==> config.mk <==
export PLATFORM = sky130hd
export DESIGN_NAME = banked_parity_mem
export DESIGN_NICKNAME = d
export VERILOG_FILES = /design/src/rtl/banked_parity_mem.sv
export SDC_FILE = /design/constraint.sdc
export NUM_CORES = 1
export LEC_CHECK = 0
export CAP_MARGIN = 20
export CORE_MARGIN = 4
export CORE_UTILIZATION = 50
export DETAILED_ROUTE_END_ITERATION = 12
export MAX_ROUTING_LAYER = met4
export PLACE_DENSITY = 0.78
export SLEW_MARGIN = 0
export SYNTH_ARGS = -nofsm -noshare
export SYNTH_HDL_FRONTEND = slang
export SYNTH_SLANG_ARGS = --single-unit
export TNS_END_PERCENT = 100
==> constraint.sdc <==
create_clock -name clk -period 2.36 [get_ports clk]
set_input_delay 0.472 -clock clk [delete_from_list [all_inputs] [get_ports clk]]
set_output_delay 0.472 -clock clk [all_outputs]
set_load 0.01 [all_outputs]
==> src/rtl/banked_parity_mem.sv <==
// Multi-bank word memory with per-word parity, registered read port,
// self-initialisation after reset and parity-error logging.
module banked_parity_mem #(
  parameter  int DATA_W      = 8,
  parameter  int BANK_ADDR_W = 3,
  parameter  int NUM_BANKS   = 2,
  parameter  int ODD_PARITY  = 0,
  parameter  int ERR_CNT_W   = 8,
  localparam int DEPTH       = 2 ** BANK_ADDR_W,
  localparam int SEL_W       = $clog2(NUM_BANKS),
  localparam int ADDR_W      = SEL_W + BANK_ADDR_W
) (
  input  logic                 clk,
  input  logic                 rst_n,
  input  logic [ADDR_W-1:0]    addr,
  input  logic                 wr_en,
  input  logic [DATA_W-1:0]    wdata,
  input  logic                 inj_err,
  input  logic                 rd_en,
  output logic [DATA_W-1:0]    rdata,
  output logic                 rparity,
  output logic                 rvalid,
  output logic                 par_err,
  output logic                 ready,
  output logic [ERR_CNT_W-1:0] err_count,
  output logic [ADDR_W-1:0]    err_addr,
  output logic                 err_sticky,
  input  logic                 clr_err
);

  typedef enum logic {S_INIT, S_RUN} state_t;

  state_t                 r_state;
  logic [BANK_ADDR_W-1:0] r_initIdx;
  logic                   r_ready;
  logic [DATA_W:0]        r_mem [NUM_BANKS][DEPTH];
  logic [DATA_W-1:0]      r_rdata;
  logic                   r_rparity;
  logic                   r_rvalid;
  logic                   r_parErr;
  logic [ERR_CNT_W-1:0]   r_errCount;
  logic [ADDR_W-1:0]      r_errAddr;
  logic                   r_errSticky;

  logic [SEL_W-1:0]       w_bank;
  logic [BANK_ADDR_W-1:0] w_word;
  logic                   w_run;
  logic                   w_wrAccept;
  logic                   w_rdAccept;
  logic                   w_clrAccept;
  logic [DATA_W:0]        w_rdWord;
  logic                   w_rdMismatch;
  logic                   w_newErr;
  logic [DATA_W:0]        w_initWord;

  function automatic logic genParity(input logic [DATA_W-1:0] d);
    return (ODD_PARITY != 0) ? ~^d : ^d;
  endfunction

  assign w_bank       = addr[ADDR_W-1 -: SEL_W];
  assign w_word       = addr[BANK_ADDR_W-1:0];
  assign w_run        = (r_state == S_RUN);
  assign w_wrAccept   = w_run & wr_en;
  assign w_rdAccept   = w_run & rd_en;
  assign w_clrAccept  = w_run & clr_err;
  assign w_rdWord     = r_mem[w_bank][w_word];
  assign w_rdMismatch = genParity(w_rdWord[DATA_W:1]) != w_rdWord[0];
  assign w_newErr     = w_rdAccept & w_rdMismatch;
  assign w_initWord   = {{DATA_W{1'b0}}, genParity({DATA_W{1'b0}})};

  // Init sweeps one word index across all banks per cycle, then runs forever.
  always_ff @(posedge clk or negedge rst_n) begin
    if (!rst_n) begin
      r_state   <= S_INIT;
      r_initIdx <= '0;
      r_ready   <= 1'b0;
    end else begin
      case (r_state)
        S_INIT: begin
          r_initIdx <= r_initIdx + 1'b1;
          if (&r_initIdx) begin
            r_state <= S_RUN;
            r_ready <= 1'b1;
          end
        end
        S_RUN: begin
          r_ready <= 1'b1;
        end
        default: begin
          r_state <= S_INIT;
          r_ready <= 1'b0;
        end
      endcase
    end
  end

  // Storage has no reset; the init sweep gives every word valid parity.
  always_ff @(posedge clk) begin
    if (!w_run) begin
      for (int b = 0; b < NUM_BANKS; b++) begin
        r_mem[b][r_initIdx] <= w_initWord;
      end
    end else if (w_wrAccept) begin
      r_mem[w_bank][w_word] <= {wdata, genParity(wdata) ^ inj_err};
    end
  end

  always_ff @(posedge clk or negedge rst_n) begin
    if (!rst_n) begin
      r_rdata   <= '0;
      r_rparity <= 1'b0;
      r_rvalid  <= 1'b0;
      r_parErr  <= 1'b0;
    end else begin
      r_rvalid <= w_rdAccept;
      r_parErr <= w_newErr;
      if (w_rdAccept) begin
        r_rdata   <= w_rdWord[DATA_W:1];
        r_rparity <= w_rdWord[0];
      end
    end
  end

  // A fresh error takes priority over a clear in the same cycle.
  always_ff @(posedge clk or negedge rst_n) begin
    if (!rst_n) begin
      r_errCount  <= '0;
      r_errAddr   <= '0;
      r_errSticky <= 1'b0;
    end else if (w_newErr) begin
      if (w_clrAccept) begin
        r_errCount  <= ERR_CNT_W'(1);
        r_errAddr   <= addr;
        r_errSticky <= 1'b1;
      end else begin
        if (!(&r_errCount)) begin
          r_errCount <= r_errCount + 1'b1;
        end
        if (!r_errSticky) begin
          r_errAddr   <= addr;
          r_errSticky <= 1'b1;
        end
      end
    end else if (w_clrAccept) begin
      r_errCount  <= '0;
      r_errAddr   <= '0;
      r_errSticky <= 1'b0;
    end
  end

  assign rdata      = r_rdata;
  assign rparity    = r_rparity;
  assign rvalid     = r_rvalid;
  assign par_err    = r_parErr;
  assign ready      = r_ready;
  assign err_count  = r_errCount;
  assign err_addr   = r_errAddr;
  assign err_sticky = r_errSticky;

endmodule

==> metrics.log <==
[metrics] Post-CTS Hold Buffers: 0
[metrics] Register-to-Register Setup Slack: -400 ps
[metrics] Via-to-Cell Ratio: 6.18
[metrics] Max Fanout on Critical Path: 11
[metrics] critical path buffer and inverter count: 4
[metrics] startpoint of the worst-slack reg-to-reg timing path: r_mem[1][40]
[metrics] Detailed Route WL: 22.0 mm
[metrics] DR WL/cell: 23.2 um
[metrics] share of the synthesized area in the top cell type: 52.5%
[metrics] type of origin of the critical path: input port
[metrics] highest achievable clock rate: 362 MHz
[metrics] number of antenna violations at the first check in global routing: 1
[metrics] starting density of the core: 51.5%
[metrics] average cell area after synthesis: 13.6 um^2
[metrics] count of placed standard cells including taps: 907
[metrics] Die Height: 136 um
[metrics] maximum level of the CTS H-tree: 4
[metrics] detailed-route DRC error count: 0
[metrics] slew at the pin with the worst max-slew slack: 417 ps
[metrics] leakage: 4.68 nW
[metrics] first-pass GRT wire length: 33.4 mm
[metrics] number of ports placed on the die boundary: 43
[metrics] Slew Limit Fails: 0
[metrics] most frequent standard cell in the layout excluding fill and tap cells: sky130_fd_sc_hd__edfxtp_1
[metrics] met3 usage: 6.44%
[metrics] detailed-router iteration count before antenna repair: 5
[metrics] core footprint: 16000 um^2
[metrics] deepest clock path buffer count: 2
[metrics] total routing usage reported by global routing: 25.5%
[metrics] start point of the critical path: addr[1]
[metrics] part of the cycle the worst path needs: 117%
[metrics] pin count of the biggest net entering global routing: 37
[metrics] Port Buf Inserts: 42
[metrics] share of synthesized area occupied by flip-flops and latches: 61.3%
[metrics] unrepaired setup endpoints after global routing: yes
[metrics] critical-path cell list: clkdlybuf4s50_1, buf_4, nor2b_1, buf_4, a22oi_1, nand2_1, xnor2_1, xnor3_1, buf_8, mux2_4, o22ai_1
[metrics] Worst EP required: 2710 ps
[metrics] met2 Resource Use GR: 42.2%
[metrics] final antenna-violating net count: 0
[metrics] Max stage delay cell, worst path: sky130_fd_sc_hd__clkdlybuf4s50_1
[metrics] post-synth design cell area: 8240 um^2
[metrics] cell taking the most area after synthesis: sky130_fd_sc_hd__edfxtp_1
[metrics] logic depth of the worst register-to-register path: 8
[metrics] worst slew margin relative to its limit: 72.2%
[metrics] met1 usage: 29.7%
[metrics] Area contributors post-synth: sky130_fd_sc_hd__edfxtp_1, sky130_fd_sc_hd__mux4_2, sky130_fd_sc_hd__and3_1, sky130_fd_sc_hd__dfrtp_1, sky130_fd_sc_hd__nand2_1
[metrics] Sum Neg Setup Slack: -4440 ps
[metrics] Clk Tree Root Cell: sky130_fd_sc_hd__clkbuf_16
[metrics] most used routing layer: met2
[metrics] cell repeated most along the worst path: sky130_fd_sc_hd__buf_4
[metrics] final-layout worst hold slack: 433 ps
[metrics] final cell count without fillers: 949
[metrics] via count of the first global-routing pass: 5734
[metrics] area overhead of the layout relative to synthesis: 26.9%
[metrics] Horiz. Die Dim: 136 um
[metrics] cell count along the critical path: 11
[metrics] worst vdd ir: 686 uV
[metrics] Max Cap Viol: 0
[metrics] Critical Setup Path Class: input port to flip-flop
[metrics] final net count: 740
[metrics] total power density per cell area: 660 nW/um^2
[metrics] Util after Layout: 65.4%
[metrics] most frequent cells in the layout: sky130_fd_sc_hd__edfxtp_1, sky130_fd_sc_hd__and3_1, sky130_fd_sc_hd__nand2_1, sky130_fd_sc_hd__buf_4, sky130_fd_sc_hd__mux4_2
[metrics] remaining global-route overflow: 0
[metrics] final period demand of the worst path: 2760 ps
[metrics] violated checks: negative setup slack
[metrics] classification of the worst-slack hold path: input port to async pin
[metrics] final weighted congestion in routability-driven placement: 0.876
[metrics] count of vias placed by the detailed router: 5864
[metrics] insertion delay of the later-clocked pin in the worst-skew pair: 440 ps
[metrics] number of distinct library cell variants in the gate-level netlist after synthesis: 37
[metrics] least setup slack across all paths after layout: -405 ps
[metrics] kind of end point of the critical path: flip-flop
[metrics] count of warnings emitted by yosys: 0
[metrics] flop and latch count out of synthesis: 173
[metrics] setup clock skew after layout: 10.7 ps
[metrics] final number of setup-violating endpoints: 14
[metrics] total die area: 18600 um^2
[metrics] Filler Cell Count: 1078
[metrics] kind of cell with the highest combined delay on the critical path: buffers and inverters
[metrics] clock buffer count from CTS: 17
[metrics] Largest stage delay, worst path: 390 ps
[metrics] Reg2Reg Capture Point: err_addr[2]
[metrics] worst endpoint data arrival time: 3110 ps
[metrics] Final Hold Fails: 0
[metrics] endpoint of the most critical setup path: err_addr[2]
[metrics] share of final-layout standard cells stronger than drive strength 1: 27.9%
[metrics] Cell Rows: 46
[metrics] Syn Inst Count: 605
[metrics] starting DRC count in detailed routing: 727
[metrics] HPWL after detailed placement: 14.3 mm
[metrics] status: finished, violations left
[metrics] nets in the synthesized netlist: 626
[metrics] Clock Sinks: 173
[metrics] TritonCTS clock tree: built
[metrics] Clock Pin Slew Worst Setup and Hold Paths: 70 ps
## worst min-delay path by stage
stage	end	depth (start not counted)	slack, ps
after floorplan	err_addr[0]	0	180
after global placement	ready	1	460
after detailed placement	ready	1	450
after CTS	rdata[2]	2	410
after global routing	ready	1	480
final	rdata[2]	2	430
## registers in the layout (all words and copies together) (netlist names)
name	flops
err_sticky	1
par_err	1
err_addr	4
r_mem	144
ready	1
rdata	8
rvalid	1
err_count	8
r_state	1
rparity	1
r_initIdx	3
## per-stage QoR
step	setup slack [ps]	instance area [um^2]	power [mW]
after global placement	-780	9670	4.24
after detailed placement	-902	9670	4.27
after global routing	-446	10500	7.10
after floorplan	-343	8260	3.86
final	-405	10500	6.90
after CTS	-335	10400	6.87
## per-layer routing
layer | part of all wire, % | vias to the layer above | wire length [um]
met5 | 0 | - | 0
met4 | 3.6 | 0 | 791
met3 | 9.2 | 59 | 2030
met2 | 52 | 365 | 11400
met1 | 35 | 2944 | 7800
li1 | - | 2496 | -
## report_power, final
part	internal (mW)	leakage, nW	switching (mW)
combinational	0.447	2.46	0.487
clock	1.36	0.255	1.23
sequential	3.33	1.97	0.0418
## final cells by class
class | instances | area, um^2 | area share [%]
Antenna cell | 1 | 2.50 | 0.0239
Clock buffer | 18 | 429 | 4.10
Clock inverter | 14 | 110 | 1.05
Inverter | 7 | 26.3 | 0.251
Multi-Input combinational cell | 373 | 3040 | 29.0
Sequential cell | 173 | 5050 | 48.3
Tap cell | 216 | 270 | 2.58
Timing Repair Buffer | 147 | 1540 | 14.7
## cell usage after synthesis, drive strengths merged
| cell | instances |
|---|---|
| a21oi | 2 |
| a221oi | 1 |
| a22oi | 8 |
| and2 | 3 |
| and3 | 131 |
| and4 | 2 |
| buf | 9 |
| clkbuf | 43 |
| dfrtp | 29 |
| edfxtp | 144 |
| ha | 3 |
| inv | 7 |
| mux2 | 8 |
| mux2i | 18 |
| mux4 | 40 |
| nand2 | 81 |
| nand2b | 5 |
| nand3 | 7 |
| nand4 | 2 |
| nor2 | 29 |
| nor2b | 5 |
| nor3 | 2 |
| nor3b | 1 |
| o21bai | 1 |
| o22ai | 5 |
| or2 | 1 |
| or3 | 1 |
| xnor2 | 13 |
| xnor3 | 1 |
| xor2 | 3 |
## repair_timing
item / in CTS / in global routing
gates resized for setup: 11 / 13
setup buffers: 7 / 0
cloned: 2 / 0
setup endpoints to repair: 14 / 14
pin swaps: 4 / 2
## kinds of logic (layout without fill, tap and decap cells)
kind of cell    Yosys count  count (layout)  share of synthesized area, %
compound gates           17              17                          1.43
xor+xnor                 17              17                          2.29
fa+ha+maj                 3               3                         0.456
buf+inv                  59             186                          3.13
flops                   173             173                          61.3
mux                      66              66                          14.3
other cells               0               1                             0
simple gates            270             270                          17.1
Note: power is estimated with default switching activity, not from simulation.
